## config.mk

```make
export PLATFORM = sky130hd
export DESIGN_NAME = dp_dtm_hs
export DESIGN_NICKNAME = d
export VERILOG_FILES = /design/src/rtl/dp_dtm_pkg.sv /design/src/rtl/dp_dtm_tap_fsm.sv /design/src/rtl/dp_dtm_hs.sv
export SDC_FILE = /design/constraint.sdc
export NUM_CORES = 1
export LEC_CHECK = 0
export ABC_AREA = 1
export CAP_MARGIN = 20
export CORE_MARGIN = 5
export CORE_UTILIZATION = 30
export DETAILED_ROUTE_END_ITERATION = 10
export GPL_TIMING_DRIVEN = 0
export MAX_ROUTING_LAYER = met4
export PLACE_DENSITY_LB_ADDON = 0.3
export SLEW_MARGIN = 10
export SYNTH_ARGS = -nofsm -noshare
export SYNTH_HDL_FRONTEND = slang
export SYNTH_SLANG_ARGS = --single-unit
```

## constraint.sdc

```tcl
create_clock -name tck -period 1.6 [get_ports tck]
set_clock_uncertainty 0.2 [all_clocks]
set_input_delay 0.16 -clock tck [delete_from_list [all_inputs] [get_ports tck]]
set_output_delay 0.16 -clock tck [all_outputs]
set_load 0.05 [all_outputs]
```

## src/rtl/dp_dtm_pkg.sv

```systemverilog
// Shared types and constants for the dp_dtm JTAG debug transport module.
package dp_dtm_pkg;

  typedef enum logic [3:0] {
    TLR, RTI, SELDR, CAPDR, SHDR, EX1DR, PADR, EX2DR, UPDR,
    SELIR, CAPIR, SHIR, EX1IR, PAIR, EX2IR, UPIR
  } tap_state_t;

  localparam logic [4:0] IR_IDCODE = 5'h01;
  localparam logic [4:0] IR_DTMCS  = 5'h10;
  localparam logic [4:0] IR_DMI    = 5'h11;
  localparam logic [4:0] IR_BYPASS = 5'h1F;

  typedef enum logic [1:0] {OP_NOP = 2'd0, OP_RD = 2'd1, OP_WR = 2'd2} dmi_op_t;
  typedef enum logic [1:0] {ST_OK = 2'd0, ST_FAIL = 2'd2, ST_BUSY = 2'd3} dmi_stat_t;

  localparam int unsigned DTMCS_ABITS_LSB = 4;
  localparam int unsigned DTMCS_STAT_LSB  = 10;
  localparam int unsigned DTMCS_IDLE_LSB  = 12;
  localparam int unsigned DTMCS_DMIRESET  = 16;
  localparam int unsigned DTMCS_HARDRESET = 17;

endpackage

```

## src/rtl/dp_dtm_tap_fsm.sv

```systemverilog
// IEEE 1149.1 TAP controller: state register plus capture/shift/update strobes.
module dp_dtm_tap_fsm
  import dp_dtm_pkg::*;
(
  input  logic       tck,
  input  logic       trst,
  input  logic       tms,
  output tap_state_t o_state,
  output logic       o_capture_ir,
  output logic       o_shift_ir,
  output logic       o_update_ir,
  output logic       o_capture_dr,
  output logic       o_shift_dr,
  output logic       o_update_dr,
  output logic       o_tlr
);

  tap_state_t r_state;
  tap_state_t w_next;

  always_ff @(posedge tck) begin
    if (trst) r_state <= TLR;
    else      r_state <= w_next;
  end

  always_comb begin
    w_next       = r_state;
    o_capture_ir = 1'b0;
    o_shift_ir   = 1'b0;
    o_update_ir  = 1'b0;
    o_capture_dr = 1'b0;
    o_shift_dr   = 1'b0;
    o_update_dr  = 1'b0;
    o_tlr        = 1'b0;
    case (r_state)
      TLR:   begin w_next = tms ? TLR   : RTI;   o_tlr = 1'b1; end
      RTI:         w_next = tms ? SELDR : RTI;
      SELDR:       w_next = tms ? SELIR : CAPDR;
      CAPDR: begin w_next = tms ? EX1DR : SHDR;  o_capture_dr = 1'b1; end
      SHDR:  begin w_next = tms ? EX1DR : SHDR;  o_shift_dr   = 1'b1; end
      EX1DR:       w_next = tms ? UPDR  : PADR;
      PADR:        w_next = tms ? EX2DR : PADR;
      EX2DR:       w_next = tms ? UPDR  : SHDR;
      UPDR:  begin w_next = tms ? SELDR : RTI;   o_update_dr  = 1'b1; end
      SELIR:       w_next = tms ? TLR   : CAPIR;
      CAPIR: begin w_next = tms ? EX1IR : SHIR;  o_capture_ir = 1'b1; end
      SHIR:  begin w_next = tms ? EX1IR : SHIR;  o_shift_ir   = 1'b1; end
      EX1IR:       w_next = tms ? UPIR  : PAIR;
      PAIR:        w_next = tms ? EX2IR : PAIR;
      EX2IR:       w_next = tms ? UPIR  : SHIR;
      UPIR:  begin w_next = tms ? SELDR : RTI;   o_update_ir  = 1'b1; end
      default:     w_next = TLR;
    endcase
  end

  assign o_state = r_state;

endmodule

```

## src/rtl/dp_dtm_hs.sv

```systemverilog
// JTAG DTM with IR, IDCODE/DTMCS/DMI/BYPASS DRs and a valid/ready DMI handshake.
// Build option DP_DTM_IDCODE_EN adds the IDCODE register and makes it the IR reset value.
module dp_dtm_hs
  import dp_dtm_pkg::*;
#(
  parameter int unsigned ABITS     = 7,
  parameter int unsigned IR_LEN    = 5,
  parameter logic [31:0] IDCODE_V  = 32'h1000_700F,
  parameter logic [2:0]  IDLE_HINT = 3'd1
) (
  input  logic             tck,
  input  logic             trst,
  input  logic             tms,
  input  logic             tdi,
  output logic             tdo,
  output logic             tdo_oe,
  output logic             dmi_req_valid,
  input  logic             dmi_req_ready,
  output logic [ABITS-1:0] dmi_req_addr,
  output logic [31:0]      dmi_req_data,
  output logic [1:0]       dmi_req_op,
  input  logic             dmi_rsp_valid,
  output logic             dmi_rsp_ready,
  input  logic [31:0]      dmi_rsp_data,
  input  logic [1:0]       dmi_rsp_op
);

  localparam int unsigned DMI_W = ABITS + 34;
`ifdef DP_DTM_IDCODE_EN
  localparam logic [IR_LEN-1:0] IR_RST = IR_LEN'(IR_IDCODE);
`else
  localparam logic [IR_LEN-1:0] IR_RST = '1;
`endif

  typedef enum logic [1:0] {SEL_BYP, SEL_ID, SEL_DTMCS, SEL_DMI} dr_sel_t;

  tap_state_t        w_state;
  logic              w_capture_ir, w_shift_ir, w_update_ir;
  logic              w_capture_dr, w_shift_dr, w_update_dr, w_tlr;
  logic [IR_LEN-1:0] r_ir, r_ir_sh;
  logic [DMI_W-1:0]  r_dr;
  logic              r_busy, r_late, r_req_valid;
  dmi_stat_t         r_sticky;
  logic [31:0]       r_rdata, r_req_data;
  logic [ABITS-1:0]  r_req_addr;
  logic [1:0]        r_req_op;
  dr_sel_t           w_sel;
  logic              w_rsp_take, w_rsp_keep, w_busy_eff;
  dmi_stat_t         w_sticky_eff, w_stat;
  logic [31:0]       w_rdata_eff, w_dtmcs;

  dp_dtm_tap_fsm u_tap (
    .tck          (tck),
    .trst         (trst),
    .tms          (tms),
    .o_state      (w_state),
    .o_capture_ir (w_capture_ir),
    .o_shift_ir   (w_shift_ir),
    .o_update_ir  (w_update_ir),
    .o_capture_dr (w_capture_dr),
    .o_shift_dr   (w_shift_dr),
    .o_update_dr  (w_update_dr),
    .o_tlr        (w_tlr)
  );

  always_comb begin
    w_sel = SEL_BYP;
    if (r_ir == IR_LEN'(IR_DTMCS))    w_sel = SEL_DTMCS;
    else if (r_ir == IR_LEN'(IR_DMI)) w_sel = SEL_DMI;
`ifdef DP_DTM_IDCODE_EN
    else if (r_ir == IR_LEN'(IR_IDCODE)) w_sel = SEL_ID;
`endif
  end

  // A response arriving this cycle is folded in before capture/update look at status.
  assign w_rsp_take  = dmi_rsp_valid && dmi_rsp_ready;
  assign w_rsp_keep  = w_rsp_take && !r_late;
  assign w_busy_eff  = r_busy && !w_rsp_take;
  assign w_rdata_eff = w_rsp_keep ? dmi_rsp_data : r_rdata;

  always_comb begin
    w_sticky_eff = r_sticky;
    if (w_rsp_keep && dmi_rsp_op != 2'd0) w_sticky_eff = ST_FAIL;
    w_stat = w_sticky_eff;
    if (w_sticky_eff == ST_OK && w_busy_eff) w_stat = ST_BUSY;
  end

  assign w_dtmcs = {14'b0, 2'b00, 1'b0, IDLE_HINT, 2'(r_sticky), 6'(ABITS), 4'd1};

  always_ff @(posedge tck) begin
    if (trst) begin
      r_ir        <= IR_RST;
      r_ir_sh     <= '0;
      r_dr        <= '0;
      r_busy      <= 1'b0;
      r_late      <= 1'b0;
      r_sticky    <= ST_OK;
      r_rdata     <= '0;
      r_req_valid <= 1'b0;
      r_req_addr  <= '0;
      r_req_data  <= '0;
      r_req_op    <= '0;
    end else begin
      if (r_req_valid && dmi_req_ready) r_req_valid <= 1'b0;
      if (w_rsp_take) begin
        r_busy <= 1'b0;
        r_late <= 1'b0;
        if (!r_late) begin
          r_rdata <= dmi_rsp_data;
          if (dmi_rsp_op != 2'd0) r_sticky <= ST_FAIL;
        end
      end

      if (w_capture_ir)    r_ir_sh <= IR_LEN'(1);
      else if (w_shift_ir) r_ir_sh <= {tdi, r_ir_sh[IR_LEN-1:1]};
      if (w_update_ir)     r_ir    <= r_ir_sh;

      if (w_capture_dr) begin
        case (w_sel)
          SEL_ID:    r_dr <= DMI_W'(IDCODE_V | 32'd1);
          SEL_DTMCS: r_dr <= DMI_W'(w_dtmcs);
          SEL_DMI: begin
            r_dr <= {r_req_addr, w_rdata_eff, 2'(w_stat)};
            if (w_busy_eff) r_sticky <= ST_BUSY;
          end
          default:   r_dr <= '0;
        endcase
      end else if (w_shift_dr) begin
        case (w_sel)
          SEL_DMI: r_dr       <= {tdi, r_dr[DMI_W-1:1]};
          SEL_BYP: r_dr[0]    <= tdi;
          default: r_dr[31:0] <= {tdi, r_dr[31:1]};
        endcase
      end

      if (w_update_dr && w_sel == SEL_DTMCS) begin
        if (r_dr[DTMCS_DMIRESET]) r_sticky <= ST_OK;
        if (r_dr[DTMCS_HARDRESET]) begin
          r_sticky    <= ST_OK;
          r_req_valid <= 1'b0;
          if (w_busy_eff) begin
            r_busy <= 1'b0;
            if (!r_req_valid || dmi_req_ready) r_late <= 1'b1;
          end
        end
      end else if (w_update_dr && w_sel == SEL_DMI && w_sticky_eff == ST_OK) begin
        if (w_busy_eff) r_sticky <= ST_BUSY;
        else if (r_dr[1:0] == OP_RD || r_dr[1:0] == OP_WR) begin
          r_req_addr  <= r_dr[DMI_W-1:34];
          r_req_data  <= r_dr[33:2];
          r_req_op    <= r_dr[1:0];
          r_req_valid <= 1'b1;
          r_busy      <= 1'b1;
        end
      end

      if (w_tlr) begin
        r_ir     <= IR_RST;
        r_sticky <= ST_OK;
      end
    end
  end

  assign tdo_oe        = (w_state == SHIR) || (w_state == SHDR);
  assign tdo           = tdo_oe & ((w_state == SHIR) ? r_ir_sh[0] : r_dr[0]);
  assign dmi_req_valid = r_req_valid;
  assign dmi_req_addr  = r_req_addr;
  assign dmi_req_data  = r_req_data;
  assign dmi_req_op    = r_req_op;
  // late keeps ready up so the orphaned response after dmihardreset can be drained.
  assign dmi_rsp_ready = r_busy | r_late;

endmodule

```

; ---- Word-level counts from Yosys, hierarchy flattened
; Cells that the tools add are included.
[word_totals]
reg_bits = 133
inputBits = 40
[op_classes]
muxes = 63
n_eq_ne = 23
n_reduce_logical = 31
bitwise_logic = 5
[ops]
columns = cell, count
row1 = $pmux 41 s3, 1
row2 = $mux 41, 2
row3 = $pmux 31 s2, 1
row4 = $pmux 4 s12, 1
row5 = $mux 2, 18
row6 = $eq 4x4->1 const B, 8
row7 = $mux 1, 32
row8 = $mux 32, 1
row9 = $eq 4x3->1 const B, 4
row10 = $mux 4, 4
row11 = $eq 5x5->1 const B, 2
row12 = $logic_and 1x1->1, 9
row13 = $mux 9, 1
row14 = $eq 4x2->1 const B, 2
row15 = $reduce_bool 2->1, 4
row16 = $reduce_or 2->1, 4
row17 = $eq 2x2->1 const B, 3
row18 = $mux 3, 2
row19 = $reduce_and 2->1, 3
row20 = $eq 2x1->1 const B, 2
row21 = $eq 4x1->1 const B, 1
row22 = $logic_not 2->1, 2
row23 = $logic_not 4->1, 1
row24 = $reduce_and 4->1, 1
row25 = other kinds (7), 13

; ---- Longest topological paths before layout
[depth]
depth_word = 10
mapped_depth = 10

; ---- Hierarchy
; A second synthesis with hierarchy kept.
[unflattened]
cells_unflattened = 874
area_unflattened_um2 = 6014.5
[modules_own_cells]
columns = module, cells_per_inst, area_each_um2, n_inst
row1 = dp_dtm_hs, 800, 5621.6, 1
row2 = dp_dtm_tap_fsm, 74, 392.9, 1

; ---- Least setup slack after synthesis
; Ideal clock, no wire load.
[synth_timing]
kind = flip-flop to output port
startpoint = reg u_tap.r_state[3], in the netlist u_tap.o_state[3]
endpoint = out tdo
path_slack_ns = -1.065
arrival_ns = 2.305
stages_incl_launch_ff = 9
required_time_ns = 1.240
cell_sequence = dfxtp_1 inv_2 nor2_2 inv_1 nor2_1 inv_1 nand2_1 o21ai_0 a21oi_1
[synth_via]
elab_chain_len = 3
word_cells_on_any_way = 5
cone_classes = eq/ne: 2 / mux: 1 / bitwise: 1 / reduce/logical: 1
[synth_rtl]
columns = item, line_no
row1 = from (decl), dp_dtm_tap_fsm.sv:18  ; tap_state_t r_state;
row2 = from (signal assigned), dp_dtm_tap_fsm.sv:23  ; else r_state <= w_next;
row3 = $eq 4x4->1 or $eq 4x3->1 (tied branches), dp_dtm_hs.sv:164  ; assign tdo_oe = (w_state == SHIR) || (w_state == SHDR);
row4 = $logic_or 1x1->1 (*), dp_dtm_hs.sv:164
row5 = via tdo_oe, dp_dtm_hs.sv:16  ; output logic tdo_oe,
row6 = $and 1x1->1 (*), dp_dtm_hs.sv:165  ; assign tdo = tdo_oe & ((w_state == SHIR) ? r_ir_sh[0] : r_dr[0]);
row7 = to (decl), dp_dtm_hs.sv:15  ; output logic tdo,
; The timed path passes the listed nets; every way through them passes the cells marked *.

; ---- Worst setup path in the final report
[layout_timing]
startpoint = reg u_tap.r_state[3], in the netlist u_tap.o_state[3]
endpoint = out tdo
[layout_via]
elab_chain_len = 3
word_cells_on_any_way = 5
cone_classes = eq/ne: 2 / mux: 1 / bitwise: 1 / reduce/logical: 1
[layout_rtl]
columns = item, line_no
row1 = $eq 4x4->1 or $eq 4x3->1 (tied branches), "dp_dtm_hs.sv:164, dp_dtm_hs.sv:165"
row2 = $mux 1 or $logic_or 1x1->1 (tied branches), "dp_dtm_hs.sv:165, dp_dtm_hs.sv:164"
row3 = $and 1x1->1 (*), dp_dtm_hs.sv:165
; Mark *: on every way between the ends. The rest lies on a longest branch, timed or not.

==> impl_metrics.sql <==
INSERT INTO impl_metrics (metric_group, metric, value, unit) VALUES
('synthesis', 'synthCells', '844', ''),
('clock_tree', 'clock_root_buffer', 'clkbuf_16', ''),
('clock_tree', 'tritoncts.num_buffers', '17', ''),
('synthesis', 'synth_seq_cells', '133', ''),
('timing', 'hold_viol', '0', ''),
('clock_tree', 'tritoncts', 'yes', ''),
('place', 'post-place-cells', '1187', ''),
('clock_tree', 'clock_latency', '0.42', 'ns'),
('timing', 'layout_setup_ws', '-0.4131', 'ns'),
('place', 'detailedPlace.worstSlack', '-0.7596', 'ns'),
('place', 'placer_s_final_routability_congestion_estimate', '0.9192', ''),
('layout', 'areaGrowthSynthToFinish', '40.55', '%'),
('place', 'dp_hpwl', '11830', 'um'),
('layout', 'post-route-util', '42.98', '%'),
('status', 'outcome', 'finished, violations left', ''),
('route', 'drt_drc_violations_left', '0', ''),
('global_routing', 'grt_pass1_vias', '5399', ''),
('layout', 'layout.nets', '1003', ''),
('route', 'routed_via_density', '4.506', ''),
('synthesis', 'synth_area', '0.005758', 'mm^2'),
('place', 'placedInstanceArea', '0.006985', 'mm^2'),
('route', 'final_antenna_net_count', '0', ''),
('floorplanning', 'die_area', '0.02206', 'mm^2'),
('floorplanning', 'total_number_of_placement_rows', '50', ''),
('global_routing', 'grt_max_degree', '17', ''),
('global_routing', 'global_route.overflow_total', '0', ''),
('timing', 'rsz0062_at_grt', 'true', ''),
('min_path', 'hp-class', 'in2reg', ''),
('timing', 'worst_slew_margin', '56.16', '%'),
('flow_run', 'drv_cap', '0', ''),
('synthesis', 'synth_warnings', '0', ''),
('worst_setup_path', 'crit_fanout', '4', ''),
('worst_setup_path', 'cp.required', '1.24', 'ns'),
('timing', 'crit_share_post_route', '125.8', '%'),
('worst_setup_path', 'end_kind', 'primary output', ''),
('global_routing', 'grt_antenna_before_repair', '0', ''),
('power', 'power_density', '939.7', 'mW/mm^2'),
('floorplanning', 'initial_utilization', '30.58', '%'),
('layout', 'fraction_of_layout_instances_using_a_drive_strength_above_1', '19.77', '%'),
('layout', 'insertedDiodeCount', '0', ''),
('timing', 'post-route-min-period', '2.013', 'ns'),
('global_routing', 'grt_first_pass_wirelength', '27320', 'um'),
('route', 'drc_violation_total_after_the_first_tritonroute_iteration', '266', ''),
('worst_setup_path', 'worst_path_arrival_time', '1.65', 'ns'),
('clock_tree', 'clk_transition_reported_paths', '0.06', 'ns'),
('global_routing', 'global_route.usage.total', '15.98', '%'),
('floorplanning', 'die_height', '148.5', 'um'),
('timing', 'timing.fmax', '496.8', 'MHz'),
('layout', 'instances_no_fill', '1236', ''),
('clock_tree', 'cts_htree_levels', '4', ''),
('route', 'dr_total_vias', '5569', ''),
('status', 'violations', 'negative setup slack', ''),
('synthesis', 'synth-seq-area-share', '46.24', '%'),
('floorplanning', 'fp.coreArea', '0.01883', 'mm^2'),
('synthesis', 'synth_largest_type_area_fraction', '46.24', '%'),
('power', 'vdd_drop_max', '0.6439', 'mV'),
('worst_setup_path', 'critical_path.startpoint_type', 'register', ''),
('place', 'io_buffers', '83', ''),
('worst_setup_path', 'worst-setup-path-type', 'reg2out', ''),
('clock_tree', 'clock_sinks', '133', ''),
('floorplanning', 'die_w', '148.5', 'um'),
('timing', 'setup-violations-final', '90', ''),
('timing', 'maxSlewViolCount', '0', ''),
('synthesis', 'synth_largest_area_cell', 'dfxtp_1', ''),
('route', 'route.final.wire_length', '16940', 'um'),
('power', 'total_leakage_power', '0.003560', 'uW'),
('synthesis', 'synth_fp_nets', '884', ''),
('route', 'wl_per_cell', '13.70', 'um'),
('timing', 'worst_slew_pin_slew', '0.6576', 'ns'),
('synthesis', 'synthDistinctLibCells', '32', ''),
('synthesis', 'synthesis.area_per_instance', '6.822', 'um^2'),
('layout', 'fin_area', '0.008093', 'mm^2'),
('floorplanning', 'num_io_pins', '85', ''),
('clock_tree', 'cts_max_path_buffers', '2', ''),
('route', 'drt_pass1_iterations', '7', ''),
('timing', 'hold_ws', '0.06394', 'ns'),
('synthesis', 'synth.area.top_cells', 'dfxtp_1 46%, nand2_1 11%, nor2_1 11%', '');
placed cells by master, fill, tap and decap left out, types with 3 or more instances in the layout:
cell	count
buf_8	3
nand3_1	17
clkdlybuf4s50_1	38
clkbuf_1	19
a22oi_1	7
o21a_1	3
buf_2	8
clkinv_2	3
buf_4	20
bufinv_16	3
nor2_4	13
nand4_1	3
clkdlybuf4s15_2	39
buf_6	11
inv_2	6
clkbuf_4	6
nand3_4	3
nand2_2	4
inv_1	108
dfxtp_2	6
dfxtp_1	126
clkbuf_16	18
clkinvlp_4	3
nand2_1	162
o21ai_2	9
nor2_2	22
nand2_4	3
a21oi_1	72
o21ai_1	16
o21ai_0	63
nor2_1	137
cell families after synthesis:
logic type | Yosys count | share of synthesized area, %
AO/OA/AOI/OAI | 182 | 16.75
AND/OR/NAND/NOR | 370 | 25.36
buffers and inverters | 159 | 11.65
flip-flops | 133 | 46.24
cell type report:
type	count	area, um^2
plain buffers	42	317.8
clock buffers	23	457.9
clock inverters	9	127.6
fillers	1917	10740
inverters	116	437.9
multi-input cells	552	2724
flip-flops and latches	133	2674
well taps	260	325.3
repair buffers	101	1028
cells in the mapped netlist (all sizes together):
| library cell | n |
|---|---|
| nor2 | 172 |
| nand2 | 170 |
| dfxtp | 133 |
| inv | 115 |
| o21ai | 89 |
| a21oi | 75 |
| buf | 22 |
| clkbuf | 21 |
| nand3 | 20 |
| a22oi | 7 |
| nor3 | 4 |
| nand4 | 3 |
| o21a | 3 |
| a211oi | 2 |
| a221oi | 1 |
| a32oi | 1 |
| a41oi | 1 |
| clkinv | 1 |
| nand3b | 1 |
| o211ai | 1 |
| o21bai | 1 |
| o221ai | 1 |
report_power, final:
part | leakage (uW) | switching [uW] | internal (uW)
registers | 0.00107 | 29.0 | 3340
logic | 0.00221 | 169 | 138
clock network | 0.000277 | 1450 | 2480
worst max-delay path: stages, from the launching register on:
cell and delay [ns]:
dfxtp_4 0.36, inv_2 0.04, nor2_4 0.11, inv_2 0.06, nor2_4 0.13, inv_4 0.08
nand2_8 0.07, o21ai_4 0.06, a21oi_4 0.13, buf_6 0.17
stage by stage:
stage	TNS (ns)	total power (uW)
detailed placement	-57.72	3719
global route	-35.60	7870
CTS	-23.49	7645
finish	-24.66	7604
global placement	-56.53	3720
floorplan	-1.871	3557
final timing paths:
| check | start | endpoint | slack [ns] | cells past startpoint |
|---|---|---|---|---|
| max | u_tap.o_state[3] | tdo | -0.41 | 9 |
| min | trst | r_dr[10] | 0.06 | 4 |
| max reg2reg | u_tap.o_state[2] | r_dr[28] | -0.35 | 9 |
| min reg2reg | r_ir_sh[2] | r_ir_sh[2] | 0.28 | 2 |
state kept, by name, indices dropped and copies added (netlist names):
| signal | count |
|---|---|
| r_late | 1 |
| dmi_req_op | 2 |
| r_sticky | 2 |
| u_tap.o_state | 4 |
| r_dr | 41 |
| dmi_req_valid | 1 |
| r_ir_sh | 5 |
| r_ir | 5 |
| dmi_req_data | 32 |
| dmi_req_addr | 7 |
| r_rdata | 32 |
| r_busy | 1 |
layer usage:
metal	part of all wire [%]	vias to the layer above	wire length, um	track usage, %
met2	46	142	7716	24.85
met1	47	2528	8034	20.47
met4	1.6	0	269	5.312
li1	-	2877	-	-
met3	5.4	22	917	3.870
met5	0	-	0	-
what timing repair did:
action / 4_1_cts / 5_1_grt
resized for setup: 216 / 65
endpoints found under the setup margin: 171 / 133
hold buffers: 0 / 0
pin swaps: 6 / 6
setup buffers: 9 / 8
gates cloned: 0 / 1
No activity file was read; power rests on OpenSTA's default activity.
